$ cat config.mk
export PLATFORM = sky130hd
export DESIGN_NAME = ksa_shuffle_ctrl
export DESIGN_NICKNAME = d
export VERILOG_FILES = /design/src/rtl/ksa_shuffle_ctrl.sv
export SDC_FILE = /design/constraint.sdc
export NUM_CORES = 1
export LEC_CHECK = 0
export CORE_MARGIN = 5
export CORE_UTILIZATION = 50
export DETAILED_ROUTE_END_ITERATION = 6
export GPL_ROUTABILITY_DRIVEN = 1
export PLACE_DENSITY = 0.79
export SYNTH_ARGS = -nofsm -noshare
export SYNTH_HDL_FRONTEND = slang
export SYNTH_SLANG_ARGS = --single-unit
export TNS_END_PERCENT = 10
$ cat constraint.sdc
create_clock -name clk -period 5.05 [get_ports clk]
set_input_delay 1.2625 -clock clk [delete_from_list [all_inputs] [get_ports clk]]
set_output_delay 1.2625 -clock clk [all_outputs]
set_load 0.05 [all_outputs]
$ cat src/rtl/ksa_shuffle_ctrl.sv
// RC4 key-scheduling swap sequencer: walks i = 0..255 over the S memory, updating j and swapping S[i]/S[j].
// Optional macro KSA_SWAP_SKIP_EN: skip both writes when i == j (4-cycle iteration).
module ksa_shuffle_ctrl #(
    parameter int KEY_BYTES = 3
) (
    input  logic                   clk,
    input  logic                   rst,
    input  logic                   start,
    input  logic [8*KEY_BYTES-1:0] secret_key,
    input  logic [7:0]             mem_q,
    output logic [7:0]             mem_addr,
    output logic [7:0]             mem_data,
    output logic                   mem_wren,
    output logic                   busy,
    output logic                   done
);
    localparam int KW = (KEY_BYTES > 1) ? $clog2(KEY_BYTES) : 1;

    localparam logic [2:0] IDLE    = 3'd0;
    localparam logic [2:0] RD_SI   = 3'd1;
    localparam logic [2:0] WAIT_SI = 3'd2;
    localparam logic [2:0] RD_SJ   = 3'd3;
    localparam logic [2:0] WAIT_SJ = 3'd4;
    localparam logic [2:0] WR_I    = 3'd5;
    localparam logic [2:0] WR_J    = 3'd6;
    localparam logic [2:0] DONE    = 3'd7;

    logic [2:0]    state;
    logic [7:0]    i, j, si, sj;
    logic [KW-1:0] k;
    logic [7:0]    key_arr [KEY_BYTES];
    logic [7:0]    key_byte;

    // Byte 0 of the key sits in the most significant byte of secret_key.
    for (genvar b = 0; b < KEY_BYTES; b++) begin : g_key
        assign key_arr[b] = secret_key[8*(KEY_BYTES-1-b) +: 8];
    end
    assign key_byte = key_arr[k];

    // End-of-iteration decision, shared by WR_J and the optional i==j skip.
    logic [2:0]    adv_state;
    logic [7:0]    adv_i;
    logic [KW-1:0] adv_k;
    always_comb begin
        adv_state = RD_SI;
        adv_i     = i + 8'd1;
        adv_k     = (k == KW'(KEY_BYTES-1)) ? '0 : k + KW'(1);
        if (i == 8'hFF) begin
            adv_state = DONE;
            adv_i     = i;
            adv_k     = k;
        end
    end

    always_ff @(posedge clk or posedge rst) begin
        if (rst) begin
            state <= IDLE;
            i     <= '0;
            j     <= '0;
            k     <= '0;
            si    <= '0;
            sj    <= '0;
        end else begin
            case (state)
                IDLE: if (start) begin
                    i     <= '0;
                    j     <= '0;
                    k     <= '0;
                    state <= RD_SI;
                end
                RD_SI: state <= WAIT_SI;
                WAIT_SI: begin
                    si    <= mem_q;
                    j     <= j + mem_q + key_byte;
                    state <= RD_SJ;
                end
                RD_SJ: state <= WAIT_SJ;
                WAIT_SJ: begin
                    sj    <= mem_q;
`ifdef KSA_SWAP_SKIP_EN
                    if (i == j) begin
                        i     <= adv_i;
                        k     <= adv_k;
                        state <= adv_state;
                    end else begin
                        state <= WR_I;
                    end
`else
                    state <= WR_I;
`endif
                end
                WR_I: state <= WR_J;
                WR_J: begin
                    i     <= adv_i;
                    k     <= adv_k;
                    state <= adv_state;
                end
                default: state <= IDLE;
            endcase
        end
    end

    // Outputs decode from state so reset clears them without a clock edge.
    always_comb begin
        mem_addr = '0;
        mem_data = '0;
        mem_wren = 1'b0;
        case (state)
            RD_SI: mem_addr = i;
            RD_SJ: mem_addr = j;
            WR_I: begin
                mem_addr = i;
                mem_data = sj;
                mem_wren = 1'b1;
            end
            WR_J: begin
                mem_addr = j;
                mem_data = si;
                mem_wren = 1'b1;
            end
            default: ;
        endcase
    end

    assign busy = (state != IDLE) && (state != DONE);
    assign done = (state == DONE);
endmodule

== Word-level counts from Yosys, hierarchy flattened ==
Index checks and enable logic that the tools add are counted.
Word-level totals
  output and inout port bits: 19
  bits in registers: 37
  input bits: 35
Cells by class
  add/subtract/negate cells: 4
  reduce and logical (&&, ||, !) cells: 10
  multiplexer cells: 17
  order comparisons: 1
  equal/unequal tests: 12
  bitwise operators: 1
Operators with widths (number)
  $pmux 8 s2: 4
  $mux 8: 4
  $pmux 3 s7: 1
  $add 8x8->8: 2
  $bmux 8 s2: 1
  $eq 3x3->1 const B: 4
  $add 8x1->8 const B: 1
  $eq 8x8->1 const B: 1
  $eq 3x2->1 const B: 2
  $mux 2: 3
  $mux 3: 2
  $reduce_or 2->1: 3
  $ne 2x2->1 const B: 2
  $pmux 2 s2: 1
  $reduce_bool 2->1: 2
  $eq 3x1->1 const B: 1
  $ge 3x3->1 const B: 1
  $logic_not 3->1: 1
  $ne 3x3->1 const B: 1
  $not 2->3: 1
  $reduce_and 3->1: 1
  $reduce_bool 3->1: 1
  $add 2x1->2 const B: 1
  $eq 2x2->1 const B: 1
  3 further kinds: 3

== Depth between registers and ports, before layout ==
Gate-level depths: netlist of run 1.
  depth after elaboration: 6
  gate-level depth with buffers: 15
  depth with buffers taken out: 13

== Worst setup path before layout of run 1 ==
OpenSTA, ideal clock, no wires.
  path type: in2reg
  start: input port secret_key[1]
  end: register j[7]
  library setup time: 0.128 ns
  data required time: 4.922 ns
  cell stages on the path: 12
  arrival: 3.204 ns
  setup slack: 1.718 ns
  path buffers: 0
  cells stage by stage: mux2i_1 o21ai_0 fa_1 ha_1 inv_1 fa_1 nor2b_1 o2111ai_1 nand4b_1 xnor2_1 a21oi_1 o22ai_1
Between the ends
  longest elaborated chain between the ends: 5
Ends and longest elaborated chain
  start: declaration: RTL line 9  | input logic [8*KEY_BYTES-1:0] secret_key,
  $bmux 8 s2: RTL line 38  | assign key_byte = key_arr[k];
  $mux 8 (implied by the code) (2 in a row): RTL line 38
  $add 8x8->8: RTL line 74  | j <= j + mem_q + key_byte;
  $pmux 8 s2: RTL line 64  | case (state)
  end signal: assignment: RTL line 74
  end: declaration: RTL line 29  | logic [7:0] i, j, si, sj;
Every way passes these cells. The select of a mux whose other input is x is not followed.
A chain may end at the register's enable or synchronous reset.

== Worst setup path in the final report of run 1 ==
  start: register state[1]
  end: output port mem_data[5]
Between the ends
  longest elaborated chain between the ends: 2
  elaborated cells between the ends (all ways): 3
  classes of those cells: eq/ne: 2; mux: 1
Ends and longest elaborated chain
  start: declaration: RTL line 28  | logic [2:0] state;
  start signal: assignment: RTL line 96  | state <= adv_state;
  $eq 3x3->1: RTL line 108  | case (state)
  $pmux 8 s2 *: RTL line 108
  end: declaration: RTL line 12  | output logic [7:0] mem_data,
Mark *: on every way between the ends. The rest lies on a longest branch, timed or not.

==> impl_results.md, run 1 <==
* Run status: complete, no violations
* Top FF cell, synth: dfrtp_1
* Number of global-route vias before repair at 1909
* YS warnings at 0
* F_max at 240 MHz
* GRT Util Overall at 0.183
* Clock Latency Late Sink at 0.28 ns
* Die area at 6400 sq um
* Leakage at 1.26 nW
* Critical path class: flop to output pin
* Min-delay worst type: flop to flop
* Num ports at 54
* Total core area at 4750 sq um
* Slew HR at 0.462
* Commonest non-fill, non-tap cells in the layout: clkdlybuf4s50_1, dfrtp_1, nand2_1, o21ai_0, mux2_2
* IO buf count at 53
* Fin. Hold Viols at 0
* H-tree depth at 2
* Initial antenna violation count at 0
* Die height at 80.0 microns
* Post-synthesis mux area share at 0.106
* Total CTS buffers at 5
* Final worst slack at 0.878 ns
* RSZ-0062 raised after global routing: no
* Die width at 80.0 microns
* Ys async rst share at 1.00
* Synth Area in XOR/XNOR at 0.0429
* Cell taking the most area after synthesis: dfrtp_1
* Placement Setup Slack at 1.13 ns
* Pwr/cell area at 629 nW/um^2
* Synthesized flop and latch total at 37
* CTS sink cnt at 37
* Worst Skew at 0.00792 ns
* Clock buffer depth at 2
* # Post-CTS Setup Buffers at 0
* Top delay family on crit path: simple AND/OR/NAND/NOR gates
* Residual DRC at 0
* First-pass GRT wire length at 9.22 mm
* Finished Layout Cells at 361
* Worst Path Required at 3.79 ns
* Worst EP arrival at 2.91 ns
* Critical Path End Type: output pin
* Worst-path clk slew at 0.07 ns
* Num rows at 25
* Total power at 1.96 mW
* Cells after DPL at 353
* Max-slew violations at 0
* Hold_buf cts at 0
* Via/cell ratio at 5.41
* RePlAce Congestion at 0.855
* Routed via count at 1954
* Share of the synthesized area in the top cell type at 0.378
* Total grt overflow at 0
* Hold path depth at 1
* Layout cell share with drive strength beyond 1 at 0.102
* Ant. Diodes at 0
* Synth Area in Compound Gates at 0.169
* Starting Density at 0.515
* Most common cell after layout, fill and taps aside: clkdlybuf4s50_1
* Stages on the worst setup path at 4
* Setup TNS at 0 ns
* Mapped Area at 2450 sq um
* Slowest stage delay, CP at 0.82 ns
* Synth area leaders: dfrtp_1, mux2_2, fa_1, a22o_1, o21ai_0
* CP bufs+invs at 1
* Sequential-to-total area share from yosys stat at 0.378
* Total routed wirelength at 5.43 mm
* Critical path peak fanout at 20
* Pin count of the biggest net entering global routing at 38
* Antenna Nets Post-Route at 0
* Flop-to-flop setup slack at 1.82 ns
* Post_cts resized at 0
* Largest family of logic cells by synthesized area: compound AO/OA/AOI/OAI gates
* Synthesized-area fraction occupied by adder cells at 0.101
* Final Setup Violations at 0
* Max-cap violations at 0
* Netlist cell types at 41
* Critical Path Start Type: flop
* Syn_nets at 296
* Post-route clock period utilization at 0.826
* Synth Instances at 246
* Slew @ Worst Pin at 0.806 ns
* Nets at 343
* Synth Area in Simple Gates at 0.149
* Register-to-Register Path Depth at 13
* Syn Area/Cell at 9.96 sq um
* EDFF count, synth at 0
* Min cycle time layout at 4.17 ns
* CTS root buf: clkbuf_8
* Slowest stage cell, crit path: clkdlybuf4s50_1
* CP most frequent cell: nor2b_1
* Fillers at 403
* CTS tree: done
* Peak VDD IR at 0.402 mV
* Wirelength per Cell at 15.0 microns
* Synth-to-layout area growth at 27.3%
* Dpl hpwl at 4.01 mm
* DRT iter0 DRCs at 112
* 1st-pass router iterations at 4
* Worst path cell trace: nor2b_1 > a22oi_1 > nor2b_1 > clkdlybuf4s50_1
-- stage by stage --
| stage | util | instance area [sq um] | hold slack (ns) |
|---|---|---|---|
| after global placement | 0.632 | 3000 | 0.491 |
| after CTS | 0.656 | 3120 | 0.514 |
| after floorplan | - | 2450 | 0.481 |
| after detailed placement | 0.632 | 3000 | 0.498 |
| final | 0.656 | 3120 | 0.513 |
| after global routing | 0.656 | 3120 | 0.523 |
-- report_power, final --
part / total [mW] / leakage [nW] / switching (mW) / internal, mW
registers: 0.586 / 0.467 / 0.172 / 0.414
logic: 1.11 / 0.731 / 0.591 / 0.523
clock network: 0.263 / 0.0585 / 0.102 / 0.161
total: 1.96 / 1.26 / 0.864 / 1.10
-- metal layers --
layer  up-vias  wire [microns]  part of all wire  GRT usage
met5         -               0                 0          0
met4         0              29            0.0053     0.0304
met3         5             189             0.035     0.0350
met2        33            2730              0.50      0.312
met1       960            2470              0.46      0.246
li1        956               -                 -          -
-- logic make-up (layout without fill, tap and decap cells) --
group                    after synthesis  in the layout
AO/OA/AOI/OAI                         60             60
flip-flops                            37             37
XOR/XNOR                              12             12
AND/OR/NAND/NOR                       68             68
multiplexers                          24             24
adder cells (fa/ha/maj)               15             15
buffers and inverters                 30             78
-- Yosys cell counts (2+ instances only) --
master and instances:
a22oi_1 8, o22ai_1 2, clkbuf_1 7, nor3_1 3, nor2b_1 14, mux2_2 16
a22o_1 15, mux2i_1 8, ha_1 7, buf_4 2, nand3_1 4, inv_1 15
a21oi_1 4, buf_2 4, o21ai_0 21, nand2_1 25, a21o_1 3, nor2_1 10
fa_1 8, xnor2_1 12, o21a_1 2, dfrtp_1 37
-- cell type report --
| type | instances | area (sq um) | area share |
|---|---|---|---|
| repair buffers | 55 | 546 | 0.175 |
| clock buffers | 7 | 86.3 | 0.0277 |
| well taps | 67 | 83.8 | 0.0269 |
| flip-flops and latches | 37 | 926 | 0.297 |
| inverters | 15 | 56.3 | 0.0181 |
| multi-input cells | 179 | 1390 | 0.446 |
| clock inverters | 1 | 30.0 | 0.00963 |
-- flip-flops by register name, summed over array words and instances, names as in the netlist --
signal,cells
i,8
j,8
k,2
si,8
sj,8
state,3
-- final timing paths --
path                                           start                    to
worst max register to register      k[1]$_DFFE_PP0P_      j[7]$_DFFE_PP0P_
max in group asynchronous                        rst      j[2]$_DFFE_PP0P_
worst min-delay path               sj[0]$_DFFE_PP0N_     sj[0]$_DFFE_PP0N_
worst min register to register     sj[0]$_DFFE_PP0N_     sj[0]$_DFFE_PP0N_
min in group asynchronous                        rst  state[0]$_DFFE_PP0P_
worst max-delay path            state[1]$_DFFE_PP0P_           mem_data[5]
No activity file was read; power rests on OpenSTA's default activity.
==> run 2: changes to the inputs <==
clock period = 4.1 ns   (was 5.05 ns; I/O delays follow)
==> run 2 against run 1 <==
- flip-flop and latch count is the same
- critical path depth grew 1
- sequential share of layout area shrank 0.095 points
- cell area grew 0.32%
- highest routed layer unchanged
==> impl_results.md, run 2 (same netlist as run 1, synthesis figures left out) <==
* Worst-path clk slew at 0.08 ns (about the same)
* Pwr/cell area at 763 nW/um^2 (+21%)
* Initial antenna violation count at 0 (unchanged)
* Starting Density at 0.515 (unchanged)
* Total routed wirelength at 5.54 mm (+2.0%)
* Synth-to-layout area growth at 27.7%
* Via/cell ratio at 5.39 (-0.44%)
* H-tree depth at 2 (unchanged)
* # Post-CTS Setup Buffers at 0 (unchanged)
* Total grt overflow at 0 (unchanged)
* Run status: complete, no violations
* Die area at 6400 sq um (unchanged)
* Finished Layout Cells at 365 (+1.1%)
* Peak VDD IR at 0.435 mV (+8.0%)
* Cells after DPL at 357 (+1.1%)
* GRT Util Overall at 0.186 (+0.00244)
* Layout cell share with drive strength beyond 1 at 0.117 (+0.0154)
* IO buf count at 53 (unchanged)
* Multi-input gate area at 1390 sq um (unchanged)
* Total CTS buffers at 5 (unchanged)
* Fin Hold WS at 0.510 ns (-0.00364 ns)
* Slew HR at 0.540 (+0.0781)
* Fillers at 402 (-0.25%)
* CTS sink cnt at 37 (unchanged)
* Worst path cell trace: nor2b_1 > nand2_1 > o21ai_0 > a22o_1 > clkdlybuf4s50_1
* Clock Latency Late Sink at 0.29 ns (about the same)
* F_max at 276 MHz
* Global-route met1 utilization at 0.241 (-0.00560)
* Slew @ Worst Pin at 0.687 ns (-0.119 ns)
* Post-route clock period utilization at 0.883
* Die height at 80.0 microns (unchanged)
* Wirelength per Cell at 15.2 microns (+0.93%)
* Most Crowded Layer GR: met2
* First-pass GRT wire length at 9.22 mm (unchanged)
* Worst Skew at 0.0138 ns (+0.00589 ns)
* Ant. Diodes at 0 (unchanged)
* Antenna Nets Post-Route at 0 (unchanged)
* Critical path peak fanout at 21 (+5.0%)
* Commonest non-fill, non-tap cells in the layout: clkdlybuf4s50_1, dfrtp_1, nand2_1, o21ai_0, mux2_2
* Residual DRC at 0 (unchanged)
* Leakage at 1.27 nW (+1.0%)
* Max-slew violations at 0 (unchanged)
* Routed via count at 1967 (+0.67%)
* Critical path class: flop to output pin
* Slowest stage cell, crit path: clkdlybuf4s50_1
* Max-cap violations at 0 (unchanged)
* Num rows at 25 (unchanged)
* Num ports at 54 (unchanged)
* Dpl hpwl at 4.24 mm (+5.7%)
* Slowest stage delay, CP at 0.81 ns (about the same)
* Number of global-route vias before repair at 1964 (+2.9%)
* CTS root buf: clkbuf_8
* Fin. Hold Viols at 0 (unchanged)
* Clock buffer depth at 2 (unchanged)
* DRT iter0 DRCs at 58 (-48%)
* RePlAce Congestion at 0.889 (+4.0%)
* Hold_buf cts at 0 (unchanged)
* Setup TNS at 0 ns (unchanged)
* Most common cell after layout, fill and taps aside: clkdlybuf4s50_1
* Worst Path Required at 3.07 ns (-0.72 ns)
* Die width at 80.0 microns (unchanged)
* Nets at 347 (+1.2%)
* Met2 Usage GRT at 0.325 (+0.0132)
* 1st-pass router iterations at 4 (unchanged)
* Top delay family on crit path: buffers and inverters
* Min-delay worst type: flop to flop
* Post_cts resized at 0 (unchanged)
* Min cycle time layout at 3.62 ns
* Worst EP arrival at 2.59 ns (-0.32 ns)
* RSZ-0062 raised after global routing: no
* Final Setup Violations at 0 (unchanged)
* CTS tree: done
* CP bufs+invs at 1 (unchanged)
* Storage cell area at 926 sq um (unchanged)
* Critical Path Start Type: flop
* Pin count of the biggest net entering global routing at 38 (unchanged)
* GRT met3 Usage at 0.0350 (unchanged)
* Critical Path End Type: output pin
* Total core area at 4750 sq um (unchanged)
-- run 2: changes by cell type in the layout (fill, tap and decap cells not counted), sizes merged --
cell and delta:
buf +4, bufinv -1, clkbuf -1, clkinv +2
-- run 2: metal layers --
layer / routed length [microns] / up-vias
li1: - / 962
met1: 2410 / 963
met2: 2860 / 40
met3: 242 / 2
met4: 15 / 0
met5: 0 / -
-- run 2: final cells by class --
cell class              instances  area share
clock buffers                   6      0.0264
clock inverters                 2     0.00440
inverters                      15      0.0180
multi-input cells             179       0.445
flip-flops and latches         37       0.296
well taps                      67      0.0268
repair buffers                 59       0.184
-- run 2: through the flow --
stage	total power [mW]	cell area [sq um]	utilization	setup WS [ns]
after global routing	2.59	3130	0.658	0.284
after floorplan	1.78	2450	-	1.01
final	2.39	3130	0.658	0.481
after detailed placement	2.13	3030	0.638	0.401
after CTS	2.41	3130	0.658	0.436
after global placement	2.08	3030	0.638	0.487
-- run 2: final timing paths --
path,endpoint,start,slack (ns),depth (start not counted)
setup / recovery,mem_addr[4],state[2]$_DFFE_PP0P_,0.48,5
hold reg to reg,sj[4]$_DFFE_PP0N_,sj[4]$_DFFE_PP0N_,0.51,1
max in group asynchronous,j[2]$_DFFE_PP0P_,rst,2.61,3
hold / removal,sj[4]$_DFFE_PP0N_,sj[4]$_DFFE_PP0N_,0.51,1
setup reg to reg,j[7]$_DFFE_PP0P_,k[1]$_DFFE_PP0P_,0.84,13
min in group asynchronous,state[2]$_DFFE_PP0P_,rst,1.14,3
-- run 2: where the power goes --
group | switching [mW] | leakage [nW] | internal, mW
Sequential | 0.193 | 0.467 | 0.511
Combinational | 0.746 | 0.751 | 0.669
Clock | 0.132 | 0.0512 | 0.136
Total | 1.07 | 1.27 | 1.32
-- run 2: worst reg2reg max path, delay by kind of cell, from the launching register on --
family / cells / cell delay (ns)
compound gates: 4 / 0.54
xor+xnor: 1 / 0.23
fa+ha+maj: 3 / 0.90
buf+inv: 1 / 0.08
flops: 1 / 0.60
simple gates: 4 / 0.85
==> run 3: changes to the inputs <==
CAP_MARGIN = 10   (was default)
RECOVER_POWER = 50   (was default)
==> run 3 against run 2 <==
- the flow now finishes with violations (capacitance limit, slew limit)
- flip-flop and latch count stayed put
- sequential share of layout area up 0.12 points
- via count is 0.76% higher
- critical endpoint is now mem_data[4]
- largest cell class unchanged
==> impl_results.md, run 3 (same netlist as run 1, synthesis figures left out) <==
* Run status: finished, violations left
* Failing checks: capacitance limit, slew limit
* DRT iter0 DRCs at 83 (+43%)
* CP bufs+invs at 2 (+1)
* Antenna Nets Post-Route at 0 (unchanged)
* Slowest stage cell, crit path: clkdlybuf4s50_1
* Most common cell after layout, fill and taps aside: clkdlybuf4s50_1
* Ant. Diodes at 0 (unchanged)
* Slew HR at -0.330 (-0.870)
* Post_cts resized at 0 (unchanged)
* Max-slew violations at 38 (+38)
* Total grt overflow at 0 (unchanged)
* RePlAce Congestion at 0.889 (unchanged)
* Initial antenna violation count at 0 (unchanged)
* CTS sink cnt at 37 (unchanged)
* Max-cap violations at 1 (+1)
* Fillers at 407 (+1.2%)
* Top delay family on crit path: buffers and inverters
* Num ports at 54 (unchanged)
* Fin. Hold Viols at 0 (unchanged)
* Die width at 80.0 microns (unchanged)
* Nets at 347 (unchanged)
* Starting Density at 0.515 (unchanged)
* Worst Skew at 0.0131 ns (-0.000750 ns)
* Util after Layout at 0.656 (-0.00263)
* Worst-path clk slew at 0.08 ns (about the same)
* Slowest stage delay, CP at 0.83 ns (+0.02 ns)
* Pin count of the biggest net entering global routing at 38 (unchanged)
* Synth-to-layout area growth at 27.2%
* Number of global-route vias before repair at 1964 (unchanged)
* Total core area at 4750 sq um (unchanged)
* Via/cell ratio at 5.43 (+0.76%)
* Min cycle time layout at 3.73 ns (+0.109 ns)
* Critical Path Start Type: flop
* Fin Hold WS at 0.510 ns (+0.0000210 ns)
* Clock Latency Late Sink at 0.29 ns (about the same)
* GRT met3 Usage at 0.0350 (unchanged)
* Final Setup Violations at 0 (unchanged)
* CTS tree: done
* Die area at 6400 sq um (unchanged)
* Routed via count at 1982 (+0.76%)
* CTS root buf: clkbuf_8
* Pwr/cell area at 763 nW/um^2 (about the same)
* Worst Path Required at 3.07 ns (about the same)
* Setup TNS at 0 ns (unchanged)
* Total routed wirelength at 5.52 mm (-0.34%)
* GRT Util Overall at 0.186 (unchanged)
* Total CTS buffers at 5 (unchanged)
* Finished Layout Cells at 365 (unchanged)
* Peak VDD IR at 0.435 mV (about the same)
* Dpl hpwl at 4.24 mm (unchanged)
* Critical path class: flop to output pin
* Layout cell share with drive strength beyond 1 at 0.107 (-0.0101)
* IO buf count at 53 (unchanged)
* H-tree depth at 2 (unchanged)
* Worst path cell trace: nor2b_1 > clkbuf_1 > a22oi_1 > nor2b_1 > clkdlybuf4s50_1
* Wirelength per Cell at 15.1 microns (-0.34%)
* Die height at 80.0 microns (unchanged)
* # Post-CTS Setup Buffers at 0 (unchanged)
* Hold_buf cts at 0 (unchanged)
* First-pass GRT wire length at 9.22 mm (unchanged)
* Min-delay worst type: flop to flop
* Post-route clock period utilization at 0.909 (+0.0267)
* F_max at 268 MHz (-2.9%)
* Leakage at 1.26 nW (-0.70%)
* CP most frequent cell: nor2b_1
* Global-route met1 utilization at 0.241 (unchanged)
* Clock buffer depth at 2 (unchanged)
* Total power at 2.38 mW (-0.37%)
* Worst EP arrival at 2.70 ns (+0.11 ns)
* Critical Path End Type: output pin
* Met2 Usage GRT at 0.325 (unchanged)
* Most Crowded Layer GR: met2
* 1st-pass router iterations at 4 (unchanged)
* Slew @ Worst Pin at 1.99 ns (+1.31 ns)
* Critical path peak fanout at 18 (-14%)
* RSZ-0062 raised after global routing: no
* Commonest non-fill, non-tap cells in the layout: clkdlybuf4s50_1, dfrtp_1, nand2_1, o21ai_0, mux2_2
* Num rows at 25 (unchanged)
* Cells after DPL at 357 (unchanged)
* Residual DRC at 0 (unchanged)
## run 3: cell type report
cell class                 count  area [sq um]  share of cell area
clock buffer                   6          82.6              0.0265
clock inverter                 2          13.8             0.00442
inverter                      15          56.3              0.0181
multi-input combinational    179          1390               0.445
sequential                    37           926               0.297
tap                           67          83.8              0.0269
timing repair buffer          59           568               0.182
## run 3: worst paths after layout
kind,start,to,slack [ns],cells past startpoint
max in group asynchronous,rst,j[2]$_DFFE_PP0P_,1.05,3
min,sj[4]$_DFFE_PP0N_,sj[4]$_DFFE_PP0N_,0.51,1
min in group asynchronous,rst,state[2]$_DFFE_PP0P_,1.89,3
max,state[0]$_DFFE_PP0P_,mem_data[4],0.37,5
min reg2reg,sj[4]$_DFFE_PP0N_,sj[4]$_DFFE_PP0N_,0.51,1
max reg2reg,k[1]$_DFFE_PP0P_,j[7]$_DFFE_PP0P_,0.83,13
## run 3: per-stage QoR
step           worst slack, ns  instance area (sq um)
5_1_grt                  0.233                   3120
2_1_floorplan             1.01                   2450
4_1_cts                  0.436                   3130
3_5_place_dp             0.401                   3030
3_3_place_gp             0.487                   3030
6_report                 0.372                   3120
## run 3: report_power, final
| part | internal, mW | switching, mW | total, mW | leakage [nW] |
|---|---|---|---|---|
| Sequential | 0.511 | 0.191 | 0.702 | 0.467 |
| Combinational | 0.663 | 0.746 | 1.41 | 0.742 |
| Clock | 0.136 | 0.132 | 0.268 | 0.0512 |
| Total | 1.31 | 1.07 | 2.38 | 1.26 |
## run 3: routing by layer
layer / share of wire / vias up
met3: 0.044 / 2
li1: - / 964
met4: 0.0027 / 0
met5: 0 / -
met1: 0.44 / 972
met2: 0.52 / 44
